<file path="src/rtl/plic_irq_arbiter.sv">
// plic_irq_arbiter
// Sits between the peripheral IRQ lines and the core's machine external
// interrupt. Each source has a gateway (IDLE/PEND/CLAIMED). Pending sources
// are arbitrated by priority against a threshold. Claim/complete and all
// configuration go through a single-cycle register port.
// Optional feature: define PLIC_EDGE_EN to add per-source edge triggering
// (TRIGGER register at 0x50 with a one-deep missed-edge flag).
//
// Gateway FSM (one instance per source)
//   state      | meaning
//   GW_IDLE    | no request outstanding, watching the source line
//   GW_PEND    | request latched, taking part in arbitration
//   GW_CLAIMED | handed to the core, waiting for COMPLETE; line ignored
module plic_irq_arbiter #(
  parameter int NUM_SRC = 6,
  parameter int PRIO_W  = 3,
  parameter int ADDR_W  = 8
) (
  input  logic               clk,
  input  logic               reset_n,
  input  logic [NUM_SRC-1:0] irq_src_i,
  input  logic               reg_sel_i,
  input  logic               reg_we_i,
  input  logic [ADDR_W-1:0]  reg_addr_i,
  input  logic [31:0]        reg_wdata_i,
  output logic [31:0]        reg_rdata_o,
  output logic               reg_ack_o,
  output logic               irq_o
);

  localparam int ID_W = $clog2(NUM_SRC + 1);

  localparam logic [ADDR_W-1:0] A_PENDING = ADDR_W'(32'h40);
  localparam logic [ADDR_W-1:0] A_ENABLE  = ADDR_W'(32'h44);
  localparam logic [ADDR_W-1:0] A_THRESH  = ADDR_W'(32'h48);
  localparam logic [ADDR_W-1:0] A_CLAIM   = ADDR_W'(32'h4C);
`ifdef PLIC_EDGE_EN
  localparam logic [ADDR_W-1:0] A_TRIGGER = ADDR_W'(32'h50);
`endif

  typedef enum logic [1:0] {
    GW_IDLE    = 2'd0,
    GW_PEND    = 2'd1,
    GW_CLAIMED = 2'd2
  } gw_state_e;

  gw_state_e         gw_q   [1:NUM_SRC];
  gw_state_e         gw_d   [1:NUM_SRC];
  logic [PRIO_W-1:0] prio_q [1:NUM_SRC];
  logic [NUM_SRC:1]  en_q;
  logic [NUM_SRC:1]  pend;
  logic [NUM_SRC:1]  fire;
  logic [PRIO_W-1:0] thresh_q;
  logic [PRIO_W-1:0] best_prio;
  logic [ID_W-1:0]   winner_q;
  logic [ID_W-1:0]   winner_d;
  logic              ack_q;
  logic [31:0]       rdata_q;
  logic [31:0]       rdata_d;

  logic access;
  logic wr_en;
  logic rd_en;
  logic claim_en;
  logic complete_en;

  // An access is performed on the edge that raises ack; a held sel therefore
  // completes every second cycle.
  assign access      = reg_sel_i && !ack_q;
  assign wr_en       = access && reg_we_i;
  assign rd_en       = access && !reg_we_i;
  assign claim_en    = rd_en && (reg_addr_i == A_CLAIM);
  assign complete_en = wr_en && (reg_addr_i == A_CLAIM);

  assign reg_ack_o   = ack_q;
  assign reg_rdata_o = rdata_q;
  assign irq_o       = (winner_q != '0);

`ifdef PLIC_EDGE_EN
  logic [NUM_SRC:1] trig_q;
  logic [NUM_SRC:1] src_q;
  logic [NUM_SRC:1] rise;
  logic [NUM_SRC:1] missed_q;
  logic [NUM_SRC:1] missed_d;

  // Previous sample of the source lines for rising-edge detection.
  always_ff @(posedge clk or negedge reset_n) begin
    if (!reset_n) begin
      src_q <= '0;
    end else begin
      src_q <= irq_src_i;
    end
  end

  assign rise = irq_src_i & ~src_q;
  assign fire = (trig_q & rise) | (~trig_q & irq_src_i);

  // One-deep record of an edge that arrived while the source was claimed.
  always_ff @(posedge clk or negedge reset_n) begin
    if (!reset_n) begin
      missed_q <= '0;
    end else begin
      missed_q <= missed_d;
    end
  end
`else
  assign fire = irq_src_i;
`endif

  // Pending view of the gateway states.
  always_comb begin
    pend = '0;
    for (int k = 1; k <= NUM_SRC; k++) begin
      pend[k] = (gw_q[k] == GW_PEND);
    end
  end

  // Gateway next-state: trigger, claim by the registered winner, complete.
  always_comb begin
`ifdef PLIC_EDGE_EN
    missed_d = missed_q;
`endif
    for (int k = 1; k <= NUM_SRC; k++) begin
      gw_d[k] = gw_q[k];
      case (gw_q[k])
        GW_IDLE: begin
          if (fire[k]) gw_d[k] = GW_PEND;
        end
        GW_PEND: begin
          if (claim_en && (winner_q == ID_W'(k))) gw_d[k] = GW_CLAIMED;
        end
        GW_CLAIMED: begin
          if (complete_en && (reg_wdata_i == 32'(k))) begin
`ifdef PLIC_EDGE_EN
            gw_d[k]     = (missed_q[k] || (trig_q[k] && rise[k])) ? GW_PEND : GW_IDLE;
            missed_d[k] = 1'b0;
`else
            gw_d[k] = GW_IDLE;
`endif
          end
`ifdef PLIC_EDGE_EN
          else if (trig_q[k] && rise[k]) begin
            missed_d[k] = 1'b1;
          end
`endif
        end
        default: gw_d[k] = GW_IDLE;
      endcase
    end
  end

  // Gateway state registers.
  always_ff @(posedge clk or negedge reset_n) begin
    if (!reset_n) begin
      for (int k = 1; k <= NUM_SRC; k++) begin
        gw_q[k] <= GW_IDLE;
      end
    end else begin
      for (int k = 1; k <= NUM_SRC; k++) begin
        gw_q[k] <= gw_d[k];
      end
    end
  end

  // Highest eligible priority wins; strict compare keeps the lowest ID on ties.
  always_comb begin
    winner_d  = '0;
    best_prio = '0;
    for (int k = 1; k <= NUM_SRC; k++) begin
      if (pend[k] && en_q[k] && (prio_q[k] > thresh_q) && (prio_q[k] > best_prio)) begin
        winner_d  = ID_W'(k);
        best_prio = prio_q[k];
      end
    end
  end

  // Registered winner drives irq_o and the claim value.
  always_ff @(posedge clk or negedge reset_n) begin
    if (!reset_n) begin
      winner_q <= '0;
    end else begin
      winner_q <= winner_d;
    end
  end

  // Configuration register writes, applied at the ack edge.
  always_ff @(posedge clk or negedge reset_n) begin
    if (!reset_n) begin
      for (int k = 1; k <= NUM_SRC; k++) begin
        prio_q[k] <= '0;
      end
      en_q     <= '0;
      thresh_q <= '0;
`ifdef PLIC_EDGE_EN
      trig_q   <= '0;
`endif
    end else if (wr_en) begin
      for (int k = 1; k <= NUM_SRC; k++) begin
        if (reg_addr_i == ADDR_W'(4 * k)) prio_q[k] <= reg_wdata_i[PRIO_W-1:0];
      end
      if (reg_addr_i == A_ENABLE) en_q     <= reg_wdata_i[NUM_SRC:1];
      if (reg_addr_i == A_THRESH) thresh_q <= reg_wdata_i[PRIO_W-1:0];
`ifdef PLIC_EDGE_EN
      if (reg_addr_i == A_TRIGGER) trig_q  <= reg_wdata_i[NUM_SRC:1];
`endif
    end
  end

  // Read decode; unmapped addresses return 0.
  always_comb begin
    rdata_d = '0;
    for (int k = 1; k <= NUM_SRC; k++) begin
      if (reg_addr_i == ADDR_W'(4 * k)) rdata_d = 32'(prio_q[k]);
    end
    case (reg_addr_i)
      A_PENDING: rdata_d = 32'({pend, 1'b0});
      A_ENABLE:  rdata_d = 32'({en_q, 1'b0});
      A_THRESH:  rdata_d = 32'(thresh_q);
      A_CLAIM:   rdata_d = 32'(winner_q);
`ifdef PLIC_EDGE_EN
      A_TRIGGER: rdata_d = 32'({trig_q, 1'b0});
`endif
      default: ;
    endcase
  end

  // Ack pulse and registered read data.
  always_ff @(posedge clk or negedge reset_n) begin
    if (!reset_n) begin
      ack_q   <= 1'b0;
      rdata_q <= '0;
    end else begin
      ack_q   <= access;
      rdata_q <= rd_en ? rdata_d : '0;
    end
  end

endmodule
</file>
<file path="config.mk">
export PLATFORM = sky130hd
export DESIGN_NAME = plic_irq_arbiter
export DESIGN_NICKNAME = d
export VERILOG_FILES = /design/src/rtl/plic_irq_arbiter.sv
export SDC_FILE = /design/constraint.sdc
export NUM_CORES = 1
export LEC_CHECK = 0
export ABC_AREA = 1
export CORE_UTILIZATION = 50
export DETAILED_ROUTE_END_ITERATION = 16
export PLACE_DENSITY_LB_ADDON = 0.12
export REMOVE_ABC_BUFFERS = 1
export SYNTH_ARGS = -nofsm -noshare
export SYNTH_HDL_FRONTEND = slang
export SYNTH_SLANG_ARGS = --single-unit
</file>
<file path="constraint.sdc">
create_clock -name clk -period 7.2 [get_ports clk]
set_input_delay 1.44 -clock clk [delete_from_list [all_inputs] [get_ports clk]]
set_output_delay 1.44 -clock clk [all_outputs]
set_load 0.02 [all_outputs]
</file>
## Word level (Yosys, flattened, before mapping)

Cells that the tools add are included.

- Multiplexer cells: 43
- Eq/ne operators: 52
- Reduce and logical (&&, ||, !) cells: 58
- Magnitude comparators: 12

Operator list:

| operator | count |
|---|---|
| one-hot mux 32 bit (4 select lines) | 1 |
| equality test 32 x 3 -> 1 bit, second input constant | 3 |
| equality test 32 x 2 -> 1 bit, second input constant | 2 |
| two-way mux 32 bit | 2 |
| two-way mux 3 bit | 15 |
| two-way mux 2 bit | 18 |
| one-hot mux 2 bit (3 select lines) | 6 |
| logical AND 1 bit | 35 |
| > comparator 3 bit | 11 |
| equality test 32 x 1 -> 1 bit, second input constant | 1 |
| equality test 8 x 7 -> 1 bit, second input constant | 4 |
| equality test 8 x 5 -> 1 bit, second input constant | 3 |
| != test 2 bit, second input constant | 12 |
| AND reduction 3 bit | 6 |
| equality test 8 x 4 -> 1 bit, second input constant | 2 |
| AND reduction 2 bit | 8 |
| equality test 2 x 1 -> 1 bit, second input constant | 6 |
| equality test 2 bit, second input constant | 6 |
| logical NOT 2 bit | 6 |
| != test 2 x 1 -> 1 bit, second input constant | 6 |
| equality test 3 bit, second input constant | 3 |
| equality test 8 x 3 -> 1 bit, second input constant | 1 |
| equality test 3 x 2 -> 1 bit, second input constant | 2 |
| equality test 3 x 1 -> 1 bit, second input constant | 1 |
| 4 further kinds | 5 |

- Register bits: 75
- Logic and storage cells: 182
- Input bits: 50
- Output and inout bits: 34

## Depth between registers and ports, before layout

- Depth in word-level cells: 20
- Depth in mapped cells: 43
- Gate-level depth less buffers: 43

## Worst setup path before layout

Ideal clock, no wire load.

- Path type: register -> register
- Start: reg thresh_q[2]
- End: reg winner_q[0]
- Path buffers: 0
- Arrival: 5950 ps
- Required time: 7115 ps
- Setup slack: 1166 ps
- Stages on the path, launching flop included: 39
- Setup time: 85 ps
- Period minus slack after synthesis: 6034 ps
- Cells stage by stage: dfrtp_1 inv_1 ha_1 nand2_1 nor2_1 nor2_1 nand2_1 nor2_1 inv_1 ha_1 nand2_1 o21ai_0 nand4_1 and2_1 ha_1 nand2_1 o21ai_0 nand3_2 [3 not listed] nand3_1 nand2_1 nor2_1 nand3_1 inv_1 nand2_1 and2_1 ha_1 nand2_1 o21ai_0 nand3_1 or2_2 nand2_1 ha_1 a21oi_1 o21ai_0 nand4_1 a21boi_0

- Longest elaborated chain between the ends: 19
- Elaborated cells between the ends (all ways): 34
- Those cells by class: 11 x order compare; 11 x mux; 12 x reduce/logical

RTL lines:

| what | line | RTL |
|---|---|---|
| start, declared | 53 | `logic [PRIO_W-1:0] thresh_q;` |
| start signal, assigned | 202 | `if (reg_addr_i == A_THRESH) thresh_q <= reg_wdata_i[PRIO_W-1:0];` |
| > comparator 3 bit | 170 | `if (pend[k] && en_q[k] && (prio_q[k] > thresh_q) && (prio_q[k] > best_prio)) begin` |
| logical AND 1 bit (2 in series) | 170 |  |
| two-way mux 3 bit | 170 |  |
| > comparator 3 bit | 170 |  |
| logical AND 1 bit | 170 |  |
| two-way mux 3 bit | 170 |  |
| > comparator 3 bit | 170 |  |
| logical AND 1 bit | 170 |  |
| [3 not listed] | -- |  |
| two-way mux 3 bit | 170 |  |
| > comparator 3 bit | 170 |  |
| logical AND 1 bit | 170 |  |
| two-way mux 3 bit | 170 |  |
| > comparator 3 bit | 170 |  |
| logical AND 1 bit | 170 |  |
| two-way mux 3 bit * | 170 |  |
| named net winner_d[0] | 56 | `logic [ID_W-1:0] winner_d;` |
| end signal, assigned | 182 | `winner_q <= winner_d;` |
| end, declared | 55 | `logic [ID_W-1:0] winner_q;` |

The timed path passes the listed nets; every way through them passes the cells marked *.
A chain may end at the register's enable or synchronous reset.

## Worst setup path in the final report

- Start: reg prio_q[15] (netlist bit)
- End: reg winner_q[0]

- Longest elaborated chain between the ends: 19
- Elaborated cells between the ends (all ways): 25
- Those cells by class: 7 x order compare; 11 x mux; 7 x reduce/logical

RTL lines:

| what | line | RTL |
|---|---|---|
| start, declared | 49 | `logic [PRIO_W-1:0] prio_q [1:NUM_SRC];` |
| start signal, assigned by index | 199 | `if (reg_addr_i == ADDR_W'(4 * k)) prio_q[k] <= reg_wdata_i[PRIO_W-1:0];` |
| > comparator 3 bit | 170 |  |
| logical AND 1 bit (2 in series) | 170 |  |
| two-way mux 3 bit | 170 |  |
| > comparator 3 bit | 170 |  |
| logical AND 1 bit | 170 |  |
| two-way mux 3 bit | 170 |  |
| > comparator 3 bit | 170 |  |
| logical AND 1 bit | 170 |  |
| [3 not listed] | -- |  |
| two-way mux 3 bit | 170 |  |
| > comparator 3 bit | 170 |  |
| logical AND 1 bit | 170 |  |
| two-way mux 3 bit | 170 |  |
| > comparator 3 bit | 170 |  |
| logical AND 1 bit | 170 |  |
| two-way mux 3 bit * | 170 |  |
| named net winner_d[0] | 56 |  |

Marks and branches as above.

==> metrics <==
status finished, final reports clean; ANT nets after route 0; start of the worst register-to-register path prio_q[15]; synth top area cells dfrtp_1, nand2_1, ha_1; sw frac between 20% and 30%; startpoint types flop; actual slew at the worst max-slew pin roughly 0.64 ns; Seq. cell area around 1300 µm²; count of different cell masters after synthesis 33; R2R depth 39; Hold WC Path Type flop to flop; Final period util 89.8%; Synth Area in Compound Gates 10.3%; fin crit period ~6.5 ns; core outline area ~7300 µm²; layout cell share with drive strength beyond 1 6.48%; # IOs 84; Sequential Power Share between 40% and 50%; NumNets Final between 600 and 700; Finished Cell Area between 4000 and 5000 µm²; # setup viols final 0; maximum number of pins on one net before global-route repair slightly above 50; cts bufs inserted 5; Max stage delay on crit path 0.41 ns; Ant. Diodes 0; internal power approximately 0.00044 W; Mapped Cells between 500 and 600; port bufs 58; cell seen most often among critical-path stages nand2_1; setup TNS 0 ns; DRC Markers 0; Synth Area in Adders around 11%; Setup WS pre-CTS 0.379 ns; crit path DAT about 6.7 ns; unrepaired setup endpoints after global routing no; drt first pass iters 4; first-pass GRT wire length roughly 15000 µm; Starting Density between 50% and 60%; DR vias/cell approximately 5.2; f_max between 0.15 and 0.2 GHz; Critical Path RT about 7.4 ns; Die Area ~7900 µm²; Comb pwr share 21.0%; vias in the first global route about 3300; initial antenna violation count 0; post-synthesis register bit count 50; cell area after synthesis 3750 µm²; clock-pin slew on the worst setup and hold paths about 0.09 ns; gr ovfl total 0; # resized after CTS 0; critical-path maximum fanout 8; LEAKAGE 2.18 nW; Crit Path Class flop to flop; die height between 80 and 90 µm; fin worst setup slack about 0.74 ns; HP Start reg_ack_o; final hold viol count 0; Crit-path slowest cell dfrtp_1; Layout Utilization between 60 and 70%; register area share after synthesis approximately a third; max_cap viols 0; via count 3568; DR iter-0 viols approximately 220; Die Width just under 90 µm; Placer Congestion ~0.92; Crit Reg-Reg Endpoint winner_q[0]; worst hold slack 0.445 ns; CTS tree done; Max Slew Vio Count 0; area leader, netlist dfrtp_1; wire length per cell about 14 µm; Slew HR a little under three fifths; reg2reg setup slack roughly 0.74 ns; routed wire length 9380 µm; Clock Skew a little over 0.009 ns; Synth Area per Inst ~7 µm²; mux contribution to synthesized area 0.900%; Worst Setup End Kind flop; fill count about 700; Post-CTS Repair Setup Buffers 0; Root Buffer clkbuf_8; Net Switching about 0.00019 W; YS warnings 0; Pwr Density 139 nW/µm²; Skew-Pair Late Insertion Delay about 0.3 ns; CTS hold repair buffers 0; Worst VDD drop 0.117 mV; post-synth top area share approximately 33%; area delta synth->final 19.0%; clock power share between 20% and 30%; area of the multi-input gates 2180 µm²; CTS Buffer Depth 2; Worst Setup EP winner_q[0]; xor/xnor share of the synthesized area 0%; Setup crit start prio_q[15]; post-place instance area 4350 µm²; CTS Sinks 50; simple-gate share of the synthesized area approximately 33%; # rows 31; GRT Total Usage between 20% and 30%; Post-DP HPWL 7680 µm; CTS H-tree lvls 2; largest family of logic cells by synthesized area simple AND/OR/NAND/NOR gates
-- cells in the mapped netlist --
library cell / number
nor2_1: 43
nand3_2: 3
nand4_1: 13
nand2_2: 3
nor4_1: 8
ha_1: 33
nor3_1: 6
o21ai_0: 39
nor2_2: 2
mux2_2: 3
a31oi_1: 2
inv_2: 2
conb_1: 1
nand3_1: 44
buf_4: 25
or2_1: 3
and2_1: 5
nand2_1: 143
nand3b_1: 1
o2111a_1: 1
a22o_1: 1
clkbuf_1: 1
or2_4: 1
o21ai_1: 3
buf_6: 1
inv_1: 57
or2_2: 3
dfrtp_1: 50
o31ai_1: 3
a21oi_1: 16
o21ai_2: 4
nor4_2: 1
a21boi_0: 1
-- metrics by stage --
step	std cells	power, W
floorplan	519	0.000386
global placement	677	0.000441
detailed placement	677	0.000445
CTS	685	0.000625
global route	685	0.000657
finish	685	0.000621
-- critical path: cells and delay by family, from the launching register on --
family / cells / cell delay (ns)
AOI/OAI and AO/OA: 7 / 1.10
adders and majority gates: 6 / 1.67
buffers and inverters: 4 / 0.35
DFF: 1 / 0.41
and+or+nand+nor: 22 / 2.84
-- kinds of logic after synthesis --
kind of cell	Yosys count
buffers and inverters	86
AOI/OAI and AO/OA	70
and+or+nand+nor	279
muxes	3
adders and majority gates	33
other	1
DFF	50
-- placed cells by master (no fill, tap or decap) --
cell type	count
nand2_2	3
a31oi_1	2
nand2_1	143
o21ai_1	5
o31ai_1	3
nor3_1	6
clkdlybuf4s50_1	57
nor2_1	42
buf_2	1
and2_1	5
or2_1	3
a21boi_0	1
clkbuf_8	7
dfrtp_2	1
o21ai_2	4
o21ai_0	37
a21oi_1	16
o2111a_1	1
inv_1	55
or2_4	1
nand3b_1	1
conb_1	25
mux2_2	3
clkinv_4	1
nor2_2	3
dfrtp_1	49
nor4_2	1
buf_4	1
nand3_2	5
or2_2	3
nor4_1	8
a22o_1	1
nand3_1	42
ha_1	33
inv_2	4
nand4_1	13
-- registers in the layout (all words and copies together), names as in the netlist --
signal,flops
en_q,6
gw_q,12
prio_q,18
reg_ack_o,1
reg_rdata_o,7
thresh_q,3
winner_q,3
-- worst min-delay path by stage --
stage,end,slack [ns],depth (start not counted)
6_report,reg_ack_o,0.44,1
5_1_grt,reg_ack_o,0.46,1
4_1_cts,reg_ack_o,0.45,1
3_5_place_dp,reg_ack_o,0.44,1
3_3_place_gp,reg_ack_o,0.44,1
2_1_floorplan,prio_q[0],0.45,2
-- layer usage --
layer	up-vias	wire length (µm)	track usage, %
li1	1813	-	-
met1	1621	4100	33.6
met2	117	4500	44.8
met3	17	585	3.64
met4	0	197	8.50
met5	-	0	0
-- layout make-up --
class	count	area share (%)
Clock inverter	1	0.196
Tap cell	99	2.77
Timing Repair Buffer	59	13.1
Multi-Input combinational cell	410	48.8
Sequential cell	50	28.0
Clock buffer	7	2.16
Inverter	59	4.96
-- power groups by stage --
| stage | combinational [W] | clock (W) | sequential (W) |
|---|---|---|---|
| 6_report | 0.000131 | 0.000181 | 0.000309 |
| 5_1_grt | 0.000149 | 0.000198 | 0.000311 |
| 4_1_cts | 0.000131 | 0.000186 | 0.000308 |
| 3_5_place_dp | 0.000131 | 0 | 0.000314 |
| 3_3_place_gp | 0.000128 | 0 | 0.000313 |
| 2_1_floorplan | 0.0000747 | 0 | 0.000311 |
Note: power is estimated with default switching activity, not from simulation.
